<file path="src/rtl/ant_pkg.sv">
// Shared types for the unified-memory arbiter.
//   mem_arb_state_t : arbiter FSM encoding (IDLE, ISSUE, WAIT, DONE), 2 bits
//   arb_port_t      : requester identity (PORT_IF = fetch, PORT_D = load/store)
package ant_pkg;

    typedef enum logic [1:0] {
        IDLE  = 2'd0,
        ISSUE = 2'd1,
        WAIT  = 2'd2,
        DONE  = 2'd3
    } mem_arb_state_t;

    typedef enum logic {
        PORT_IF = 1'b0,
        PORT_D  = 1'b1
    } arb_port_t;

endpackage

</file>
<file path="src/rtl/rr_arb2.sv">
// Combinational 2-way round-robin picker.
//   req  : request vector, bit 0 = fetch, bit 1 = load/store
//   last : port granted most recently
//   gnt  : winning port (only meaningful when any = 1)
//   any  : at least one request is pending
module rr_arb2
    import ant_pkg::*;
(
    input  logic [1:0] req,
    input  arb_port_t  last,
    output arb_port_t  gnt,
    output logic       any
);

    // Pick the single requester, or on a tie the port that did not win last.
    always_comb begin
        gnt = PORT_IF;
        any = req[0] | req[1];
        case (req)
            2'b01:   gnt = PORT_IF;
            2'b10:   gnt = PORT_D;
            2'b11:   gnt = (last == PORT_D) ? PORT_IF : PORT_D;
            default: gnt = PORT_IF;
        endcase
    end

endmodule

</file>
<file path="src/rtl/mem_arbiter.sv">
// Round-robin arbiter sharing one single-port synchronous memory between the
// instruction-fetch port and the load/store port. Accesses are serialised by
// a four-state FSM; each access returns a one-cycle done pulse to its port.
//   clock/reset           : clock, synchronous active-low reset
//   if_req/if_addr        : fetch request and address; if_done pulse
//   d_req/d_we/d_addr/... : load/store request; d_done pulse
//   rdata                 : registered read data shared by both ports
//   if_stall/d_stall      : request pending and not yet done
//   mem_*                 : memory macro interface (read data one cycle later)
module mem_arbiter
    import ant_pkg::*;
#(
    parameter int ADDR_W = 8,
    parameter int DATA_W = 16
)
(
    input  logic              clock,
    input  logic              reset,
    input  logic              if_req,
    input  logic [ADDR_W-1:0] if_addr,
    output logic              if_done,
    input  logic              d_req,
    input  logic              d_we,
    input  logic [ADDR_W-1:0] d_addr,
    input  logic [DATA_W-1:0] d_wdata,
    output logic              d_done,
    output logic [DATA_W-1:0] rdata,
    output logic              if_stall,
    output logic              d_stall,
    output logic              mem_en,
    output logic              mem_we,
    output logic [ADDR_W-1:0] mem_addr,
    output logic [DATA_W-1:0] mem_wdata,
    input  logic [DATA_W-1:0] mem_rdata
);

    mem_arb_state_t    state_q, state_d;
    arb_port_t         gnt_q, gnt_d;
    arb_port_t         last_q, last_d;
    logic              we_q, we_d;
    logic [ADDR_W-1:0] addr_q, addr_d;
    logic [DATA_W-1:0] wdata_q, wdata_d;
    logic [DATA_W-1:0] rdata_q, rdata_d;
    arb_port_t         pick_s;
    logic              any_s;

    rr_arb2 u_rr_arb2 (
        .req  ({d_req, if_req}),
        .last (last_q),
        .gnt  (pick_s),
        .any  (any_s)
    );

    // Next-state logic: requests are only looked at in IDLE; everything after
    // that works from the latched copy so mid-access input changes are ignored.
    always_comb begin
        state_d = state_q;
        gnt_d   = gnt_q;
        last_d  = last_q;
        we_d    = we_q;
        addr_d  = addr_q;
        wdata_d = wdata_q;
        rdata_d = rdata_q;
        case (state_q)
            IDLE: begin
                if (any_s) begin
                    state_d = ISSUE;
                    gnt_d   = pick_s;
                    if (pick_s == PORT_D) begin
                        we_d    = d_we;
                        addr_d  = d_addr;
                        wdata_d = d_wdata;
                    end else begin
                        we_d    = 1'b0;
                        addr_d  = if_addr;
                        wdata_d = {DATA_W{1'b0}};
                    end
                end else begin
                    state_d = IDLE;
                end
            end
            ISSUE: begin
                state_d = WAIT;
            end
            WAIT: begin
                // Memory data is valid here, one cycle after the read strobe.
                if (!we_q) begin
                    rdata_d = mem_rdata;
                end else begin
                    rdata_d = rdata_q;
                end
                state_d = DONE;
            end
            DONE: begin
                last_d  = gnt_q;
                state_d = IDLE;
            end
            default: begin
                state_d = IDLE;
            end
        endcase
    end

    // State and latch registers; reset aborts any in-flight access silently.
    always_ff @(posedge clock) begin
        if (!reset) begin
            state_q <= IDLE;
            gnt_q   <= PORT_IF;
            last_q  <= PORT_D;
            we_q    <= 1'b0;
            addr_q  <= {ADDR_W{1'b0}};
            wdata_q <= {DATA_W{1'b0}};
            rdata_q <= {DATA_W{1'b0}};
        end else begin
            state_q <= state_d;
            gnt_q   <= gnt_d;
            last_q  <= last_d;
            we_q    <= we_d;
            addr_q  <= addr_d;
            wdata_q <= wdata_d;
            rdata_q <= rdata_d;
        end
    end

    assign mem_en    = (state_q == ISSUE);
    assign mem_we    = (state_q == ISSUE) & we_q;
    assign mem_addr  = addr_q;
    assign mem_wdata = wdata_q;
    assign if_done   = (state_q == DONE) & (gnt_q == PORT_IF);
    assign d_done    = (state_q == DONE) & (gnt_q == PORT_D);
    assign rdata     = rdata_q;
    assign if_stall  = if_req & ~if_done;
    assign d_stall   = d_req & ~d_done;

endmodule

</file>
<file path="config.mk">
export PLATFORM = sky130hd
export DESIGN_NAME = mem_arbiter
export DESIGN_NICKNAME = d
export VERILOG_FILES = /design/src/rtl/ant_pkg.sv /design/src/rtl/rr_arb2.sv /design/src/rtl/mem_arbiter.sv
export SDC_FILE = /design/constraint.sdc
export NUM_CORES = 1
export LEC_CHECK = 0
export ABC_AREA = 1
export CORE_MARGIN = 2
export CORE_UTILIZATION = 39
export CTS_CLUSTER_DIAMETER = 30
export DETAILED_ROUTE_END_ITERATION = 12
export PLACE_DENSITY = 0.8
export SLEW_MARGIN = 10
export SYNTH_ARGS = -nofsm -noshare
export SYNTH_HDL_FRONTEND = slang
export SYNTH_SLANG_ARGS = --single-unit
</file>
<file path="constraint.sdc">
create_clock -name clock -period 1.8 [get_ports clock]
set_input_delay 0.36 -clock clock [delete_from_list [all_inputs] [get_ports clock]]
set_output_delay 0.36 -clock clock [all_outputs]
set_load 0.01 [all_outputs]
</file>
Word-level counts from Yosys, hierarchy flattened
Index checks and enable logic that the tools add are counted.
- register bits: 45
- word-level logic and storage cells: 32
- input bits: 53
- output and inout bits: 46
- bitwise operators: 10
- reductions and logical operators: 3
- equal/unequal tests: 5
- mux-type cells: 7
- operators with widths (kind ; count):
    $mux W16 ; 1
    $eq A2 B2 Y1 const B ; 4
    $mux W8 ; 1
    $pmux W2 S4 ; 1
    $and A1 B1 Y1 ; 5
    $not A1 Y1 ; 4
    $reduce_and A2 Y1 ; 2
    $mux W1 ; 3
    $eq A2 B1 Y1 const B ; 1
    $logic_not A2 Y1 ; 1
    $pmux W1 S2 ; 1
    $or A1 B1 Y1 ; 1

Longest topological paths before layout
- word-level depth: 4
- gate-level depth with buffers: 8
- gate-level depth less buffers: 7

Cells and area by module
From an unflattened synthesis, not the netlist that was laid out.
- cell total of the unflattened synthesis: 316
- area, all modules: 2218.4 sq um
- by module, submodules not included (module ; instances ; cells an instance ; area an instance (sq um) ; sequential area each (sq um)):
    mem_arbiter ; 1 ; 313 ; 2203.4 ; 900.9
    rr_arb2 ; 1 ; 3 ; 15.0 ; 0.0

Worst setup path before layout
No wires, ideal clock.
- kind: reg2reg
- from: reg state_q[0]
- to: reg rdata_q[10], in the netlist rdata[10]
- setup slack: 523 ps
- setup time: 116 ps
- stages on the path, launching flop included: 9
- arrival time: 1161 ps
- clock period less this slack: 1277 ps
- buffers on the path: 1
- data required time: 1684 ps
- cell sequence: dfxtp_1 inv_1 ha_1 inv_1 nor2_2 inv_1 buf_2 nor2_1 nor2_1
- word-level cells in the longest chain between the ends: 2
- RTL lines (what ; line ; source):
    from (decl) ; mem_arbiter.sv:37 ; mem_arb_state_t state_q, state_d;
    from (signal assigned) ; mem_arbiter.sv:115 ; state_q <= state_d;
    $eq A2 B2 Y1 ; mem_arbiter.sv:64 ; case (state_q)
    $reduce_and A2 Y1 (no source line) ; -- ;
    to (signal assigned) ; mem_arbiter.sv:113 ; rdata_q <= {DATA_W{1'b0}};
    to (signal assigned) ; mem_arbiter.sv:121 ; rdata_q <= rdata_d;
    to (decl) ; mem_arbiter.sv:43 ; logic [DATA_W-1:0] rdata_q, rdata_d;
Every way passes these cells.
A chain may end at the register's enable or synchronous reset.

Final worst setup path
- from: reg state_q[0]
- to: out if_stall
- word-level cells in the longest chain between the ends: 4
- RTL lines (what ; line ; source):
    $eq A2 B2 Y1 ; mem_arbiter.sv:129 ; assign if_done = (state_q == DONE) & (gnt_q == PORT_IF);
    $and A1 B1 Y1 ; mem_arbiter.sv:129 ;
    $not A1 Y1 ; mem_arbiter.sv:132 ; assign if_stall = if_req & ~if_done;
    $and A1 B1 Y1 ; mem_arbiter.sv:132 ;
    to (decl) ; mem_arbiter.sv:28 ; output logic if_stall,
Every way passes these cells.

==> results.yml <==
global_route:
  grt-ovfl-total: 0
  grt_max_degree: 22
  grt.total_usage: 0.191
  grt_pass1_vias: 1897
  grt_first_pass_wirelength_um: 8210
  antenna_found_initial: 0
detailed_routing:
  post_drt_wl_per_cell_um: 12.4
  dr.pass1.iters: 4
  drc: 0
  postRouteAntennaNets: 0
  drtIter0Drc: 93
  routed_wl_um: 5030
  viasPerCell: 4.87
  num_vias: 1977
sta:
  setup_viol_count_final: 0
  period_share: 0.958
  max_freq_ghz: 0.580
  finClkSkew_ns: 0.00754
  rsz0062_at_grt: "no"
  post-route-min-period_ns: 1.72
  slew_headroom: 0.682
  hold_violations: 0
  fin_ws_ns: 0.0762
  worstMarginPinSlew_ns: 0.476
  drv_slew: 0
critical_path:
  crit_family: "flip-flops"
  crit_type: "reg2out"
  arrival_ns: 1.36
  worstSetupStartpointType: "flip-flop"
  r2r-start: "state_q[0]"
  crit_required_ns: 1.44
  end_kind: "output pin"
  worstPathMaxFanout: 3
  crit_start: "state_q[0]"
  slowest_delay_ns: 0.36
  slowest_stage: "dfxtp_2"
  cp_cell_sequence: "ha_1 -> inv_1 -> nor2_2 -> nor2_1 -> dlygate4sd2_1"
  critPathBufInv: 2
placed_design:
  numPortBuffers: 98
  place_hpwl_um: 3630
  place_congestion: 0.797
  preCtsSetupSlack_ns: -0.131
  placed_area_um2: 2940
final_layout:
  synthToLayoutAreaGrowth_pct: 60.7
  post-route-cell-area_um2: 3030
  final_nets: 408
  antennaDiodeCount: 0
  drive_above_1_share: 0.0852
floorplanning:
  die_h_um: 73.5
  core_area_um2: 4690
  start_util: 0.402
  pin_count: 99
  die_x_um: 73.5
  dieArea_um2: 5410
  row_count: 25
power_and_ir_drop:
  vdd_drop_max_uv: 628
  power.total_mw: 2.75
  p_per_area_nw_per_um2: 909
  power.leakage_nw: 1.29
hold_path:
  hold_path.class: "reg2reg"
  min_from: "mem_wdata[5]"
clocking:
  clk_latency_ns: 0.29
  postCtsSetupBuffers: 0
  cts_root_buffer: "clkbuf_8"
  cts.htree.levels: 2
  clk_pin_slew_ns: 0.09
  hold_buffers: 0
  cts_tree: "done"
  numCtsBuffers: 5
  clock-sinks: 45
  cts.path.max_buffers: 2
yosys:
  netlist_instances: 248
  yosysWarnings: 0
  netlist_area_um2: 1890
  avgSynthCellArea_um2: 7.60
  synth.distinct_cells: 21
  seq_area_frac_synth: 0.478
  synthesis.nets: 305
  synth-seq-cells: 45
run_status:
  status: "finished clean"
run:
  cap_viol_max_count: 0
## logic make-up (layout without fill, tap and decap cells)
family | count (synthesis) | in the layout | share of synthesized area
buffers and inverters | 33 | 137 | 0.0889
and+or+nand+nor | 122 | 122 | 0.284
adders and majority gates | 4 | 4 | 0.0265
DFF | 45 | 45 | 0.478
AOI/OAI and AO/OA | 44 | 44 | 0.123
## registers in the layout, summed over array words and instances, names as in the netlist
register   count
we_q           1
state_q        2
gnt_q          1
rdata         16
mem_wdata     16
last_q         1
mem_addr       8
## power breakdown
| part | total [mW] | leakage [nW] | switching (mW) | internal, mW |
|---|---|---|---|---|
| Clock | 0.649 | 0.0512 | 0.337 | 0.311 |
| Sequential | 1.20 | 0.369 | 0.0694 | 1.13 |
| Combinational | 0.906 | 0.873 | 0.434 | 0.472 |
| Total | 2.75 | 1.29 | 0.841 | 1.91 |
## worst register-to-register path, stage by stage, from the launching register on
cell and delay (ns):
dfxtp_2 0.36, inv_1 0.06, ha_1 0.20, buf_4 0.21, o21ai_4 0.12, buf_4 0.20, nand2_1 0.05, a21oi_1 0.12
## cell usage after synthesis
library cell,number,area (um2)
clkbuf_1,3,11.3
buf_6,3,33.8
o21ai_0,23,115
nand2_2,2,12.5
inv_1,19,71.3
nand4_1,17,106
dfxtp_1,45,901
buf_2,5,25.0
o21ai_4,1,16.3
nand2_1,37,139
ha_1,4,50.1
nand2_4,2,22.5
clkinv_1,1,3.75
nand3_1,2,10.0
nor2_2,2,12.5
buf_4,1,7.51
o21ai_1,1,5.00
nor2_4,1,11.3
a21oi_1,19,95.1
buf_8,1,15.0
nor2_1,59,221
## through the flow
| stage | hold slack, ns | cells | util | TNS, ns |
|---|---|---|---|---|
| global placement | 0.445 | 398 | 0.626 | -0.248 |
| finish | 0.463 | 406 | 0.646 | 0 |
| floorplan | 0.453 | 248 | - | 0 |
| global route | 0.494 | 406 | 0.646 | 0 |
| CTS | 0.465 | 406 | 0.645 | 0 |
| detailed placement | 0.452 | 398 | 0.626 | -0.228 |
## final timing paths
kind,end,slack [ns],depth (start not counted)
setup / recovery,if_stall,0.08,5
hold / removal,mem_wdata[5],0.46,2
hold reg to reg,mem_wdata[5],0.46,2
setup reg to reg,mem_wdata[12],0.40,7
## layer usage
layer	track usage	wire length, um
met3	0.0494	296
met5	0	0
met1	0.234	2220
met4	0.0424	36
met2	0.336	2480
## layout make-up
type / instances / area (um2)
well taps: 54 / 67.6
fillers: 411 / 1660
inverters: 20 / 75.1
clock buffers: 6 / 82.6
multi-input cells: 170 / 820
flip-flops and latches: 45 / 903
repair buffers: 109 / 1070
clock inverters: 2 / 13.8
## placed cells by master (no fill, tap or decap)
cell / n
o21ai_1: 1
nor2_1: 58
clkdlybuf4s50_1: 92
clkinv_4: 1
nand2_2: 2
clkbuf_8: 6
dfxtp_1: 43
dfxtp_2: 2
nand4_1: 17
clkinv_1: 1
buf_4: 10
nor2_2: 3
inv_1: 19
a21oi_1: 19
nand2_4: 2
ha_1: 4
buf_12: 1
nor2_4: 1
o21ai_4: 1
nand2_1: 37
nand3_1: 2
o21ai_0: 23
dlygate4sd2_1: 6
clkinv_2: 1
## what timing repair did
action,CTS,global route
pin swaps,0,0
gates resized for setup,6,3
gates cloned,0,0
endpoints found under the setup margin,6,2
Power figures use the tool's default switching activity.
